[config.mk]
export PLATFORM = sky130hd
export DESIGN_NAME = frame_axis_tx
export DESIGN_NICKNAME = d
export VERILOG_FILES = /design/src/rtl/frame_axis_tx.sv
export SDC_FILE = /design/constraint.sdc
export NUM_CORES = 1
export LEC_CHECK = 0
export CORE_ASPECT_RATIO = 1.2
export CORE_UTILIZATION = 35
export DETAILED_ROUTE_END_ITERATION = 8
export HOLD_SLACK_MARGIN = 0.08
export PLACE_DENSITY = 0.64
export SKIP_LAST_GASP = 1
export SYNTH_ARGS = -nofsm -noshare
export SYNTH_HDL_FRONTEND = slang
export SYNTH_SLANG_ARGS = --single-unit
[constraint.sdc]
create_clock -name clk_i -period 4.4 [get_ports clk_i]
set_input_delay 0.66 -clock clk_i [delete_from_list [all_inputs] [get_ports clk_i]]
set_output_delay 0.66 -clock clk_i [all_outputs]
set_load 0.05 [all_outputs]
[src/rtl/frame_axis_tx.sv]
// Test-pattern frame source on an AXI-Stream style master port.
// Emits HEIGHT lines of WIDTH pixels with H_GAP idle cycles between lines.
module frame_axis_tx #(
    parameter int unsigned WIDTH      = 800,
    parameter int unsigned HEIGHT     = 600,
    parameter int unsigned BIT_DATA_O = 8,
    parameter int unsigned H_GAP      = 4
) (
    input  logic                  clk_i,
    input  logic                  arst_i,
    input  logic                  start_i,
    input  logic                  cont_i,
    input  logic [1:0]            mode_i,
    input  logic [BIT_DATA_O-1:0] const_i,
    input  logic                  tready_i,
    output logic [BIT_DATA_O-1:0] tdata_o,
    output logic                  tvalid_o,
    output logic                  tlast_o,
    output logic                  tuser_o,
    output logic                  busy_o,
    output logic [15:0]           frame_cnt_o
);

    localparam int unsigned XW       = (WIDTH > 1)  ? $clog2(WIDTH)  : 1;
    localparam int unsigned YW       = (HEIGHT > 1) ? $clog2(HEIGHT) : 1;
    localparam int unsigned GW       = (H_GAP > 1)  ? $clog2(H_GAP)  : 1;
    localparam int unsigned GAP_LOAD = (H_GAP > 0)  ? H_GAP - 1      : 0;

    localparam logic [XW-1:0] X_LAST = XW'(WIDTH - 1);
    localparam logic [YW-1:0] Y_LAST = YW'(HEIGHT - 1);

    typedef enum logic [1:0] {
        IDLE   = 2'd0,
        ACTIVE = 2'd1,
        GAP    = 2'd2
    } state_t;

    state_t                state_q, state_d;
    logic [XW-1:0]         x_q, x_d;
    logic [YW-1:0]         y_q, y_d;
    logic [GW-1:0]         gap_q, gap_d;
    logic [1:0]            mode_q, mode_d;
    logic [BIT_DATA_O-1:0] const_q, const_d;
    logic [15:0]           cnt_d;

    logic                  valid_d;
    logic                  user_d;
    logic                  last_d;
    logic                  busy_d;
    logic [BIT_DATA_O-1:0] data_d;

    // Next-state, counters and the registered-output values they imply
    always_comb begin
        state_d = state_q;
        x_d     = x_q;
        y_d     = y_q;
        gap_d   = gap_q;
        mode_d  = mode_q;
        const_d = const_q;
        cnt_d   = frame_cnt_o;

        case (state_q)
            IDLE: begin
                if (start_i) begin
                    state_d = ACTIVE;
                    x_d     = '0;
                    y_d     = '0;
                    mode_d  = mode_i;
                    const_d = const_i;
                end
            end
            ACTIVE: begin
                if (tready_i) begin
                    if (x_q != X_LAST) begin
                        x_d = x_q + XW'(1);
                    end else if (y_q != Y_LAST) begin
                        x_d = '0;
                        y_d = y_q + YW'(1);
                        if (H_GAP > 0) begin
                            state_d = GAP;
                            gap_d   = GW'(GAP_LOAD);
                        end
                    end else begin
                        cnt_d = frame_cnt_o + 16'd1;
                        x_d   = '0;
                        y_d   = '0;
                        if (cont_i) begin
                            mode_d  = mode_i;
                            const_d = const_i;
                        end else begin
                            state_d = IDLE;
                        end
                    end
                end
            end
            GAP: begin
                if (gap_q == '0) begin
                    state_d = ACTIVE;
                end else begin
                    gap_d = gap_q - GW'(1);
                end
            end
            default: state_d = IDLE;
        endcase

        valid_d = (state_d == ACTIVE);
        busy_d  = (state_d != IDLE);
        user_d  = valid_d && (x_d == '0) && (y_d == '0);
        last_d  = valid_d && (x_d == X_LAST) && (y_d == Y_LAST);

        data_d = '0;
        if (valid_d) begin
            case (mode_d)
                2'd0:    data_d = BIT_DATA_O'(x_d);
                2'd1:    data_d = BIT_DATA_O'(y_d);
                2'd2:    data_d = BIT_DATA_O'(x_d) + BIT_DATA_O'(y_d);
                default: data_d = const_d;
            endcase
        end
    end

    // State, counters and output registers
    always_ff @(posedge clk_i or posedge arst_i) begin
        if (arst_i) begin
            state_q     <= IDLE;
            x_q         <= '0;
            y_q         <= '0;
            gap_q       <= '0;
            mode_q      <= '0;
            const_q     <= '0;
            frame_cnt_o <= '0;
            tvalid_o    <= 1'b0;
            tuser_o     <= 1'b0;
            tlast_o     <= 1'b0;
            busy_o      <= 1'b0;
            tdata_o     <= '0;
        end else begin
            state_q     <= state_d;
            x_q         <= x_d;
            y_q         <= y_d;
            gap_q       <= gap_d;
            mode_q      <= mode_d;
            const_q     <= const_d;
            frame_cnt_o <= cnt_d;
            tvalid_o    <= valid_d;
            tuser_o     <= user_d;
            tlast_o     <= last_d;
            busy_o      <= busy_d;
            tdata_o     <= data_d;
        end
    end

endmodule

==> run metrics <==
Max VDD drop=0.322 mV; Most Frequent Cell on Critical Path=or3_1; H-tree depth=3; clock buffer depth=2; CTS tree=done; WL final=8990 um; Setup crit end=tdata_o[7]; fin worst setup slack=348 ps; Max-slew headroom=42.6%; Hold Crit Class=register to register; drt via density=5.47; initial drt markers=153; fillcell total=939; FF-to-FF Start=x_q[5]; MaxCap Viol Count=0; Post-Syn Nets=380; Vias=2969; PortBufs=42; critical path, cell by cell=or4b_4 -> or3_1 -> a22oi_1 -> inv_1 -> ha_1 -> a21oi_1 -> o211ai_1 -> a2111oi_0 -> nor3_1 -> xor2_1 -> and4_1 -> or3_1; Worst Setup SP=x_q[5]; max-slew violation count=0; # IOs=43; drt drc=0; post-layout util=46.5%; Synth Cell Area=0.00346 mm^2; First-pass DRT Iterations=4; post-layout min period=4050 ps; Final TNS setup=0 ps; Clk Latency, worst-skew pair=330 ps; Worst-path clk slew=50 ps; Die Span X=92.7 um; predominant post-synthesis flop cell=dfrtp_1; RSZ-0062 raised after global routing=no; crit end category=register; largest stage delay on the critical path=590 ps; final setup vio count=0; Post-synth ARST share=100%; placed inst area=0.00412 mm^2; Slew @ Worst Pin=860 ps; #FFs+latches synth=62; gr ovfl total=0; vias in the first global route=3043; Sequential Area=0.00155 mm^2; first-pass GRT wire length=15300 um; CTS sink cnt=62; worst path required time=4600 ps; reg2reg setup slack=350 ps; Final Hold Fails=0; multi-input logic area=0.00180 mm^2; number of nets with antenna violations after routing=0; Core Region=0.00956 mm^2; DIE HEIGHT=111 um; cell taking the most area after synthesis=dfrtp_1; pre-CTS WS=217 ps; Mean Syn Cell Area=9.79 um^2; Root Buffer=clkbuf_16; largest net degree at the start of global routing=43; DR WL/cell=16.6 um; Startpoint Class=register; Post-synth EDFFs=0; run status=complete, no violations; Seq/Total Area, Yosys=44.9%; design area=0.00445 mm^2; WP data arrival=4260 ps; Max Fclk=0.247 GHz; routability cong.=0.900; fin cells=543; diode count=0; Mapped Cells=353; largest cells by area after synthesis=dfrtp_1 45%, ha_1 4.0%, xnor2_1 3.5%; Worst R2R Path Depth=12; layout cells sized above 1=13.8%; DPL Wire Length=6670 um; Final Cycle Share=92.1%; power density cells=501 mW/mm^2; Worst R2R End=tdata_o[7]; area grow syn2layout=28.6%; Unique masters post-synth=59; crit path max fanout=6; number of core rows=39; Die ar.=0.0103 mm^2; Setup CP Type=register to register; post-synth top area share=44.9%; Initial Util=36.1%; # placed instances=527; synth warn=0; Worst Clk Skew=5.71 ps; fin nets=442; total track usage=19.1%; initial antenna violation count=0; total CTS buffers=9; CP max stage cell=or4b_4; LEAKAGE=1.98 nW
-- where the power goes --
group | switching (mW) | internal, mW
clock | 0.271 | 0.497
combinational | 0.476 | 0.261
sequential | 0.0504 | 0.670
total | 0.797 | 1.43
-- stage by stage --
step	hold WS (ps)	power (mW)
final	471	2.23
after detailed placement	463	1.46
after global routing	494	2.34
after global placement	457	1.46
after floorplan	440	1.23
after CTS	472	2.24
-- synth_stat cells (7+ instances only) --
library cell  number
nand4_1            7
nor3_1            10
a21oi_1           18
ha_1              11
and3_1            12
xnor2_1           14
inv_1             16
nor4_1             7
dfrtp_1           62
xor2_1             7
nand3_1           12
mux2_2             9
o21ai_0           17
nand2_1           32
nor2_1            21
-- placed cells by master, fill, tap and decap left out, types with 4 or more instances in the layout --
cell / n
a31oi_1: 6
o21ai_0: 17
a221oi_1: 5
and2_1: 5
clkbuf_16: 9
nor4_1: 7
nand4_1: 7
dfrtp_1: 62
nand2_1: 32
ha_1: 11
a21oi_1: 18
nand3_1: 12
mux2i_1: 6
or3_1: 5
buf_4: 17
nor2_1: 21
nor3_1: 10
o211ai_1: 5
nor2b_1: 4
inv_1: 15
xor2_1: 7
xnor2_1: 14
and3_1: 12
mux2_2: 9
nor3b_1: 5
clkdlybuf4s50_1: 42
-- registers in the layout (all words and copies together) (netlist names) --
name and cells:
frame_cnt_o 16, x_q 10, y_q 10, const_q 8, tdata_o 8, gap_q 2, mode_q 2, state_q 2
busy_o 1, tlast_o 1, tuser_o 1, tvalid_o 1
-- logic make-up (layout without fill, tap and decap cells) --
| logic type | after synthesis | after routing | share of synthesized area, % |
|---|---|---|---|
| simple gates | 142 | 142 | 22.7 |
| xor+xnor | 21 | 21 | 5.32 |
| flops | 62 | 62 | 44.9 |
| fa+ha+maj | 12 | 12 | 4.56 |
| mux | 16 | 16 | 5.07 |
| buf+inv | 26 | 93 | 3.01 |
| compound gates | 74 | 74 | 14.5 |
-- worst min path at each step --
| stage | slack, ps | from | end | depth (start not counted) |
|---|---|---|---|---|
| final | 470 | frame_cnt_o[15] | frame_cnt_o[15] | 1 |
| after global routing | 490 | gap_q[0] | gap_q[0] | 1 |
| after CTS | 470 | frame_cnt_o[15] | frame_cnt_o[15] | 1 |
| after detailed placement | 460 | frame_cnt_o[15] | frame_cnt_o[15] | 1 |
| after global placement | 460 | gap_q[0] | gap_q[0] | 1 |
| after floorplan | 440 | gap_q[0] | gap_q[0] | 1 |
-- critical path: cells and delay by family, from the launching register on --
kind	cells	cell delay [ps]
xor gates and xnor gates	1	170
and+or+nand+nor	5	1630
AOI/OAI and AO/OA	4	1170
DFF	1	430
buffers and inverters	1	200
adders and majority gates	1	330
-- layer usage --
metal | GRT usage (%) | up-vias | wire [um] | share of wire (%)
met3 | 3.02 | 26 | 311 | 3.5
met4 | 9.85 | 0 | 356 | 4.0
met1 | 23.4 | 1438 | 3810 | 42
met5 | 0 | - | 0 | 0
met2 | 32.2 | 79 | 4510 | 50
li1 | - | 1426 | - | -
-- layout make-up --
cell class | instances | share of cell area (%)
repair buffers | 59 | 12.3
flip-flops and latches | 62 | 34.9
well taps | 123 | 3.46
inverters | 18 | 1.52
clock buffers | 9 | 5.07
multi-input cells | 265 | 40.6
clock inverters | 7 | 2.14
-- what timing repair did --
action / CTS / global route
endpoints found under the setup margin: 0 / 1
resized for setup: 0 / 1
hold buffers: 0 / 0
setup buffers: 0 / 0
(Power assumes the default switching activity.)
